File: src/rtl/legv8_phase_sequencer.sv
// rtl/legv8_phase_sequencer.sv - multicycle FETCH/DECODE/EXECUTE/MEM/WRITEBACK phase sequencer for the LEGv8 core
//
// Ports:
//   clk, rst_n                         core clock (rising edge), asynchronous active-low reset
//   start_in                           loader start pulse, honoured only in IDLE
//   imem_ready_in, dmem_ready_in       memory handshake completions
//   zero_flag_in                       ALU zero flag, sampled in EXECUTE
//   reg_write_in .. halt_in            decoder control bits, captured in DECODE
//   imem_req_out, ir_write_out         instruction fetch request / IR load pulse
//   dmem_req_out, dmem_we_out          data access request / write enable
//   rf_write_out, link_sel_out         register-file write strobe / select PC+4 as write data
//   pc_write_out, pc_src_out           PC update strobe / PC source (00 PC+4, 01 branch, 10 register)
//   busy_out, halted_out, fault_out    status
//   instret_out                        retired-instruction counter

module legv8_phase_sequencer #(
    parameter int MEM_TIMEOUT = 16,
    parameter int CNT_WIDTH   = 32
) (
    input  logic                 clk,
    input  logic                 rst_n,
    input  logic                 start_in,
    input  logic                 imem_ready_in,
    input  logic                 dmem_ready_in,
    input  logic                 zero_flag_in,
    input  logic                 reg_write_in,
    input  logic                 mem_read_in,
    input  logic                 mem_write_in,
    input  logic                 uncond_branch_in,
    input  logic                 cond_branch_in,
    input  logic                 is_cbz_in,
    input  logic                 is_cbnz_in,
    input  logic                 branch_reg_in,
    input  logic                 branch_link_in,
    input  logic                 halt_in,
    output logic                 imem_req_out,
    output logic                 ir_write_out,
    output logic                 dmem_req_out,
    output logic                 dmem_we_out,
    output logic                 rf_write_out,
    output logic                 link_sel_out,
    output logic                 pc_write_out,
    output logic [1:0]           pc_src_out,
    output logic                 busy_out,
    output logic                 halted_out,
    output logic                 fault_out,
    output logic [CNT_WIDTH-1:0] instret_out
);

    localparam int TW = $clog2(MEM_TIMEOUT + 1);

    typedef enum logic [2:0] {
        S_IDLE,
        S_FETCH,
        S_DECODE,
        S_EXECUTE,
        S_MEM,
        S_WRITEBACK,
        S_HALTED,
        S_FAULT
    } state_t;

    state_t         state, state_next;
    logic [TW-1:0]  tmo_cnt;
    logic           tmo_hit;
    logic           halt_retire;
    logic           branch_taken;

    // Decoder bits captured in DECODE; later phases never look at the live decoder.
    logic l_reg_write, l_mem_read, l_mem_write, l_uncond_branch, l_cond_branch;
    logic l_is_cbz, l_is_cbnz, l_branch_reg, l_branch_link, l_halt;

    assign tmo_hit      = (tmo_cnt == TW'(MEM_TIMEOUT - 1));
    assign branch_taken = (l_is_cbz & zero_flag_in) | (l_is_cbnz & ~zero_flag_in);

    always_ff @(posedge clk or negedge rst_n) begin
        if (!rst_n) begin
            state <= S_IDLE;
        end else begin
            state <= state_next;
        end
    end

    always_ff @(posedge clk or negedge rst_n) begin
        if (!rst_n) begin
            l_reg_write     <= 1'b0;
            l_mem_read      <= 1'b0;
            l_mem_write     <= 1'b0;
            l_uncond_branch <= 1'b0;
            l_cond_branch   <= 1'b0;
            l_is_cbz        <= 1'b0;
            l_is_cbnz       <= 1'b0;
            l_branch_reg    <= 1'b0;
            l_branch_link   <= 1'b0;
            l_halt          <= 1'b0;
        end else if (state == S_DECODE) begin
            l_reg_write     <= reg_write_in;
            l_mem_read      <= mem_read_in;
            l_mem_write     <= mem_write_in;
            l_uncond_branch <= uncond_branch_in;
            l_cond_branch   <= cond_branch_in;
            l_is_cbz        <= is_cbz_in;
            l_is_cbnz       <= is_cbnz_in;
            l_branch_reg    <= branch_reg_in;
            l_branch_link   <= branch_link_in;
            l_halt          <= halt_in;
        end
    end

    // Counts consecutive stalled cycles of the active handshake; any other
    // cycle (including every state outside FETCH/MEM) clears it, so each
    // entry to FETCH or MEM starts from zero.
    always_ff @(posedge clk or negedge rst_n) begin
        if (!rst_n) begin
            tmo_cnt <= '0;
        end else if ((state == S_FETCH && !imem_ready_in) ||
                     (state == S_MEM   && !dmem_ready_in)) begin
            tmo_cnt <= tmo_cnt + TW'(1);
        end else begin
            tmo_cnt <= '0;
        end
    end

    always_ff @(posedge clk or negedge rst_n) begin
        if (!rst_n) begin
            instret_out <= '0;
        end else if (pc_write_out || halt_retire) begin
            instret_out <= instret_out + CNT_WIDTH'(1);
        end
    end

    always_comb begin
        state_next   = state;
        imem_req_out = 1'b0;
        ir_write_out = 1'b0;
        dmem_req_out = 1'b0;
        dmem_we_out  = 1'b0;
        rf_write_out = 1'b0;
        link_sel_out = 1'b0;
        pc_write_out = 1'b0;
        pc_src_out   = 2'b00;
        halt_retire  = 1'b0;

        case (state)
            S_IDLE: begin
                if (start_in) begin
                    state_next = S_FETCH;
                end
            end
            S_FETCH: begin
                imem_req_out = 1'b1;
                if (imem_ready_in) begin
                    ir_write_out = 1'b1;
                    state_next   = S_DECODE;
                end else if (tmo_hit) begin
                    state_next = S_FAULT;
                end
            end
            S_DECODE: begin
                state_next = S_EXECUTE;
            end
            S_EXECUTE: begin
                // Priority order matters: BL carries uncond_branch and must
                // reach WRITEBACK, and a combined load/store is a store.
                if (l_halt) begin
                    halt_retire = 1'b1;
                    state_next  = S_HALTED;
                end else if (l_cond_branch) begin
                    pc_write_out = 1'b1;
                    pc_src_out   = branch_taken ? 2'b01 : 2'b00;
                    state_next   = S_FETCH;
                end else if (l_uncond_branch && !l_branch_link) begin
                    pc_write_out = 1'b1;
                    pc_src_out   = l_branch_reg ? 2'b10 : 2'b01;
                    state_next   = S_FETCH;
                end else if (l_branch_link) begin
                    state_next = S_WRITEBACK;
                end else if (l_mem_read || l_mem_write) begin
                    state_next = S_MEM;
                end else if (l_reg_write) begin
                    state_next = S_WRITEBACK;
                end else begin
                    pc_write_out = 1'b1;
                    state_next   = S_FETCH;
                end
            end
            S_MEM: begin
                dmem_req_out = 1'b1;
                dmem_we_out  = l_mem_write;
                if (dmem_ready_in) begin
                    if (l_mem_write) begin
                        pc_write_out = 1'b1;
                        state_next   = S_FETCH;
                    end else begin
                        state_next = S_WRITEBACK;
                    end
                end else if (tmo_hit) begin
                    state_next = S_FAULT;
                end
            end
            S_WRITEBACK: begin
                rf_write_out = 1'b1;
                link_sel_out = l_branch_link;
                pc_write_out = 1'b1;
                pc_src_out   = l_branch_link ? 2'b01 : 2'b00;
                state_next   = S_FETCH;
            end
            S_HALTED: begin
                state_next = S_HALTED;
            end
            S_FAULT: begin
                state_next = S_FAULT;
            end
            default: begin
                state_next = S_IDLE;
            end
        endcase
    end

    assign busy_out   = (state != S_IDLE) && (state != S_HALTED) && (state != S_FAULT);
    assign halted_out = (state == S_HALTED);
    assign fault_out  = (state == S_FAULT);

endmodule
File: config.mk
export PLATFORM = sky130hd
export DESIGN_NAME = legv8_phase_sequencer
export DESIGN_NICKNAME = d
export VERILOG_FILES = /design/src/rtl/legv8_phase_sequencer.sv
export SDC_FILE = /design/constraint.sdc
export NUM_CORES = 1
export LEC_CHECK = 0
export CAP_MARGIN = 20
export CORE_MARGIN = 2
export CORE_UTILIZATION = 50
export CTS_CLUSTER_SIZE = 10
export DETAILED_ROUTE_END_ITERATION = 12
export GPL_TIMING_DRIVEN = 0
export PLACE_DENSITY = 0.8
export SLEW_MARGIN = 20
export SYNTH_ARGS = -nofsm -noshare
export SYNTH_HDL_FRONTEND = slang
export SYNTH_SLANG_ARGS = --single-unit
File: constraint.sdc
create_clock -name clk -period 2.2 [get_ports clk]
set_clock_uncertainty 0.1 [all_clocks]
set_input_delay 0.33 -clock clk [delete_from_list [all_inputs] [get_ports clk]]
set_output_delay 0.33 -clock clk [all_outputs]
set_load 0.01 [all_outputs]
# Yosys cells after proc, flatten, opt, wreduce, memory -nomap -nowiden
# Index checks and enable logic that the tools add are counted.
[op_classes]
addsub = 2
bitwise = 4
n_reduce_logical = 13
eq_ne = 11
muxes = 38
[ops]
columns = ["cell", "count"]
rows = [
  ["$mux W3", 11],
  ["$add A32 B1 Y32 const B", 1],
  ["$pmux W3 S8", 1],
  ["$mux W1", 19],
  ["$eq A3 B3 Y1 const B", 4],
  ["$mux W2", 4],
  ["$eq A3 B2 Y1 const B", 2],
  ["$ne A3 B3 Y1 const B", 2],
  ["$add A5 B1 Y5 const B", 1],
  ["$eq A5 B4 Y1 const B", 1],
  ["$logic_and A1 B1 Y1", 5],
  ["$mux W5", 1],
  ["$pmux W2 S2", 1],
  ["$eq A3 B1 Y1 const B", 1],
  ["$logic_not A1 Y1", 3],
  ["$logic_not A3 Y1", 1],
  ["$logic_or A1 B1 Y1", 3],
  ["$pmux W1 S3", 1],
  ["$reduce_bool A3 Y1", 1],
  ["$and A1 B1 Y1", 2],
  ["$ne A2 B2 Y1 const B", 1],
  ["$not A1 Y1", 1],
  ["$or A1 B1 Y1", 1],
]
[totals]
inputBits = 16
out_inout_bits = 44
elab_cells = 81
register_bits = 50

# Logic depth before layout (Yosys ltp)
[logic_depth]
word_depth = 8
mapped_depth = 6
mapped_depth_nobuf = 6

# Worst setup path after synthesis
# OpenSTA, ideal clock, no wires.
[synth_timing]
path_kind = "register -> register"
start = "reg l_cond_branch"
end = "reg instret_out[13]"
path_slack_ns = 0.453
required_ns = 1.968
t_arrival_ns = 1.515
stages_incl_launch_ff = 6
path_cell_list = "dfrtp_1 > clkbuf_1 > o41a_4 > o21ai_4 > nor3_1 > xor2_1"
[synth_via]
elab_chain_len = 4
[synth_lines]
columns = ["item", "line_no", "rtl"]
rows = [
  ["from (decl)", "70", "logic l_reg_write, l_mem_read, l_mem_write, l_uncond_branch, l_cond_branch;"],
  ["from (signal assigned)", "101", "l_cond_branch <= cond_branch_in;"],
  ["$mux W1", "168", "end else if (l_cond_branch) begin"],
  ["$mux W1", "165", "if (l_halt) begin"],
  ["$pmux W1 S3", "144", "case (state)"],
  ["$logic_or A1 B1 Y1", "127", "end else if (pc_write_out || halt_retire) begin"],
  ["to (signal assigned)", "128", "instret_out <= instret_out + CNT_WIDTH'(1);"],
  ["to (decl)", "47", "output logic [CNT_WIDTH-1:0] instret_out"],
]
# No other way between the ends.
# A chain may end at the register's enable or synchronous reset.

# Final worst setup path
[layout_timing]
start = "reg state[1]"
end = "out fault_out"
[layout_via]
elab_chain_len = 1
[layout_lines]
columns = ["item", "line_no", "rtl"]
rows = [
  ["from (decl)", "63", "state_t state, state_next;"],
  ["from (signal assigned)", "80", "state <= state_next;"],
  ["$eq A3 B3 Y1", "222", "assign fault_out = (state == S_FAULT);"],
  ["to (decl)", "46", "output logic fault_out,"],
]
# No other way between the ends.

==> results.md <==
- Root Buffer: clkbuf_8
- PwrDens: 939.7 mW/mm²
- Share of flip-flops with an asynchronous set or reset: 1.000
- Crit path top cell by count: buf_4
- CTS tree: done
- CP max FO: 10
- Count of boundary I/O pins: 60
- Result of the run: finished clean
- Starting DRT DRC Count: 70
- Clock period minus worst slack: 2123 ps
- Global-route wire length before repair: 9.045 mm
- Final period util: 0.9652
- Share of cells above drive strength 1: 0.1579
- Htree depth: 2
- Final Cell Area: 0.003476 mm²
- R2R depth: 6
- Max Cap Violations: 0
- Wire length on met1: 2.372 mm
- Synthesized instance count: 233
- WHS Path Cells: 1
- Initial core utilization: 0.5139
- Flip-flop and latch area: 0.001252 mm²
- Reg-to-reg slack, setup: 270 ps
- Pin count of the biggest net entering global routing: 27
- XOR/XNOR Fraction of Synth Area: 0.1115
- Synth warn: 0
- Number of flip-flops in the largest register: 32
- Grt ovf: 0
- Crit path cell chain: buf_4 -> buf_4 -> and3_1 -> clkdlybuf4s50_1
- Routed wire per std cell: 14.08 µm
- Worst path slowest cell: clkdlybuf4s50_1
- Vias: 1,924
- Slew @ Worst Pin: 601.9 ps
- Mux cell area share after synthesis: 0.04780
- Initial antenna violation count: 0
- Post-synth top flop: dfrtp_1
- Synth Area in Simple Gates: 0.2279
- Fill cells: 409
- CP endpoint kind: output port
- Worst skew pair latency: 310 ps
- CP top delay family: buffers and inverters
- Row cnt: 26
- Hold Path Sink: tmo_cnt[0]
- Clock slew seen by the registers of the worst setup and hold paths: 90 ps
- Final nets: 322
- Peak VDD IR: 551.8 µV
- HP Start: tmo_cnt[0]
- HPWL Detailed: 3.964 mm
- GRT Total Usage: 0.1932
- RSZ-0062 raised after global routing: no
- Ant diodes: 0
- Number of vias per cell: 5.144
- Die span in x: 75.99 µm
- Startpoint types: flop
- Yosys reg bits: 50
- Hold Path Class: flop to flop
- Sequential-to-total area share from yosys stat: 0.4829
- Global placement routability congestion: 0.8773
- R2R Path End: instret_out[8]
- Multi-input logic area: 0.001296 mm²
- Leak: 1.582 nW
- Slew headroom: 0.5988
- DR top layer: met4
- Core footprint: 0.005042 mm²
- Num CTS Buffers: 5
- Vias in the first global route: 1,889
- Slew Limit Fails: 0
- Routed wl met2: 2.637 mm
- Adder-cell share of the synthesized area: 0.01449
- Worst Setup Slack, final: 76.63 ps
- Regs by FF count: instret_out (32), tmo_cnt (5), state (3)
- Critical R2R Launch: l_mem_write
- Number of flops mapped to enable cells by yosys: 0
- IO Port Bufs: 59
- WS Path Type: flop to output port
- Syn Area/Cell: 11.12 µm²
- Area added between synthesis and finish: 34.14%
- Max Freq: 470.9 MHz
- Critical path depth: 4
- Post-route DRC: 0
- Net Count, Synth: 252
- Antenna-violating nets left: 0
- Max Root-Sink Buffers: 2
- Setup-failing EPs final: 0
- Critical Path RT: 1770 ps
- Die area: 0.005774 mm²
- Die height: 75.99 µm
- Post-Place Cell Area: 0.003284 mm²
- Area fraction in compound gates after synthesis: 0.08836
- Yosys cell types: 44
- Met3 wire len: 181 µm
- Largest family of logic cells by synthesized area: simple AND/OR/NAND/NOR gates
- WP buf/inv: 3
- Setup WS pre-CTS: -127.2 ps
- Clock sink count: 50
- Total wire length: 5.266 mm
- Worst Path Arrival: 1690 ps
- Top reg by flops: instret_out
- Cell area after synthesis: 0.002591 mm²
- CP max stage delay: 530 ps
- Final Hold Vio Count: 0
- DR pass1 iterations: 4
## routing by layer
metal / GRT usage / vias to the layer above
met1: 0.2524 / 937
met3: 0.04028 / 6
met4: 0.07091 / 0
li1: - / 940
met5: 0 / -
met2: 0.3205 / 41
## report_power, final
| group | total [mW] | switching (mW) | internal (mW) |
|---|---|---|---|
| Combinational | 1.30 | 0.630 | 0.673 |
| Clock | 0.652 | 0.311 | 0.341 |
| Sequential | 1.31 | 0.203 | 1.11 |
| Total | 3.27 | 1.14 | 2.12 |
## Yosys cell counts (2+ instances only)
library cell | n | area (µm²)
buf_2 | 2 | 10.01
nor4_4 | 2 | 42.54
mux2_1 | 8 | 90.09
clkbuf_1 | 4 | 15.01
xnor2_1 | 21 | 183.9
a21boi_2 | 2 | 22.52
nand3_1 | 11 | 55.05
mux2_2 | 3 | 33.78
o21ai_0 | 4 | 20.02
inv_1 | 12 | 45.04
nand2_1 | 17 | 63.81
dfrtp_1 | 50 | 1251
a21oi_1 | 6 | 30.03
and4_1 | 2 | 17.52
nor4_2 | 3 | 37.54
nand4_1 | 3 | 18.77
and3_1 | 4 | 25.02
xor2_1 | 12 | 105.1
nor3_2 | 6 | 60.06
and2_1 | 6 | 37.54
o21bai_1 | 3 | 22.52
nor3_1 | 6 | 30.03
nand4_4 | 2 | 42.54
a31oi_1 | 2 | 12.51
nor2_1 | 17 | 63.81
nand2b_1 | 2 | 12.51
ha_1 | 3 | 37.54
nor2b_1 | 3 | 18.77
nor3b_1 | 2 | 15.01
## through the flow
| stage | std cells | util | total power, mW | TNS, ps | hold slack (ps) |
|---|---|---|---|---|---|
| after floorplan | 233 | - | 2.056 | 0 | -65.59 |
| after global placement | 362 | 0.6484 | 2.503 | -35020 | 352.8 |
| after detailed placement | 363 | 0.6514 | 2.540 | -193.2 | 268.1 |
| after CTS | 374 | 0.6846 | 3.266 | 0 | 369.2 |
| after global routing | 374 | 0.6893 | 3.467 | 0 | 404.7 |
| final | 374 | 0.6893 | 3.266 | 0 | 365.3 |
## worst max path at each step
| stage | start | endpoint | slack, ps |
|---|---|---|---|
| after detailed placement | dmem_ready_in | pc_write_out | -130 |
| after global routing | state[0] | pc_src_out[0] | 6 |
| final | state[1] | fault_out | 80 |
| after global placement | rst_n | instret_out[17] | -700 |
| after floorplan | l_cond_branch | instret_out[13] | 450 |
| after CTS | state[2] | halted_out | 10 |
## layout make-up
| type | count | share of cell area |
|---|---|---|
| Clock buffer | 5 | 0.01980 |
| Timing Repair Buffer | 63 | 0.1821 |
| Clock inverter | 3 | 0.01260 |
| Multi-Input combinational cell | 165 | 0.3729 |
| Sequential cell | 50 | 0.3603 |
| Inverter | 12 | 0.01296 |
| Tap cell | 70 | 0.02520 |
| Buffer | 6 | 0.01404 |
## worst reg2reg max path, stage by stage, from the launching register on
cell and delay [ps]:
dfrtp_2 460, nor4_4 300, buf_4 180, o41ai_4 100, a21boi_2 360, nand4_1 170
xnor2_1 150
## layout by cell type (no fill, tap or decap), types with 6 or more instances in the layout
cell	count
nand2_1	17
dlygate4sd2_1	6
nor3_2	7
inv_1	12
mux2_1	8
nand3_1	11
xor2_1	12
clkdlybuf4s50_1	48
a21oi_1	6
dfrtp_1	49
clkbuf_8	6
xnor2_1	21
nor2_1	16
and2_1	6
## kinds of logic (layout without fill, tap and decap cells)
| logic type | after synthesis | count (layout) |
|---|---|---|
| AOI/OAI and AO/OA | 27 | 27 |
| buffers and inverters | 18 | 89 |
| muxes | 11 | 11 |
| adders and majority gates | 3 | 3 |
| xor gates and xnor gates | 33 | 33 |
| DFF | 50 | 50 |
| and+or+nand+nor | 91 | 91 |
## repair_timing
item / in CTS / in global routing
setup endpoints to repair: 12 / 5
hold buffers: 1 / 0
setup buffers: 2 / 0
hold endpoints to repair: 25 / 0
resized for setup: 21 / 9
pin swaps: 2 / 0
No activity file was read; power rests on OpenSTA's default activity.
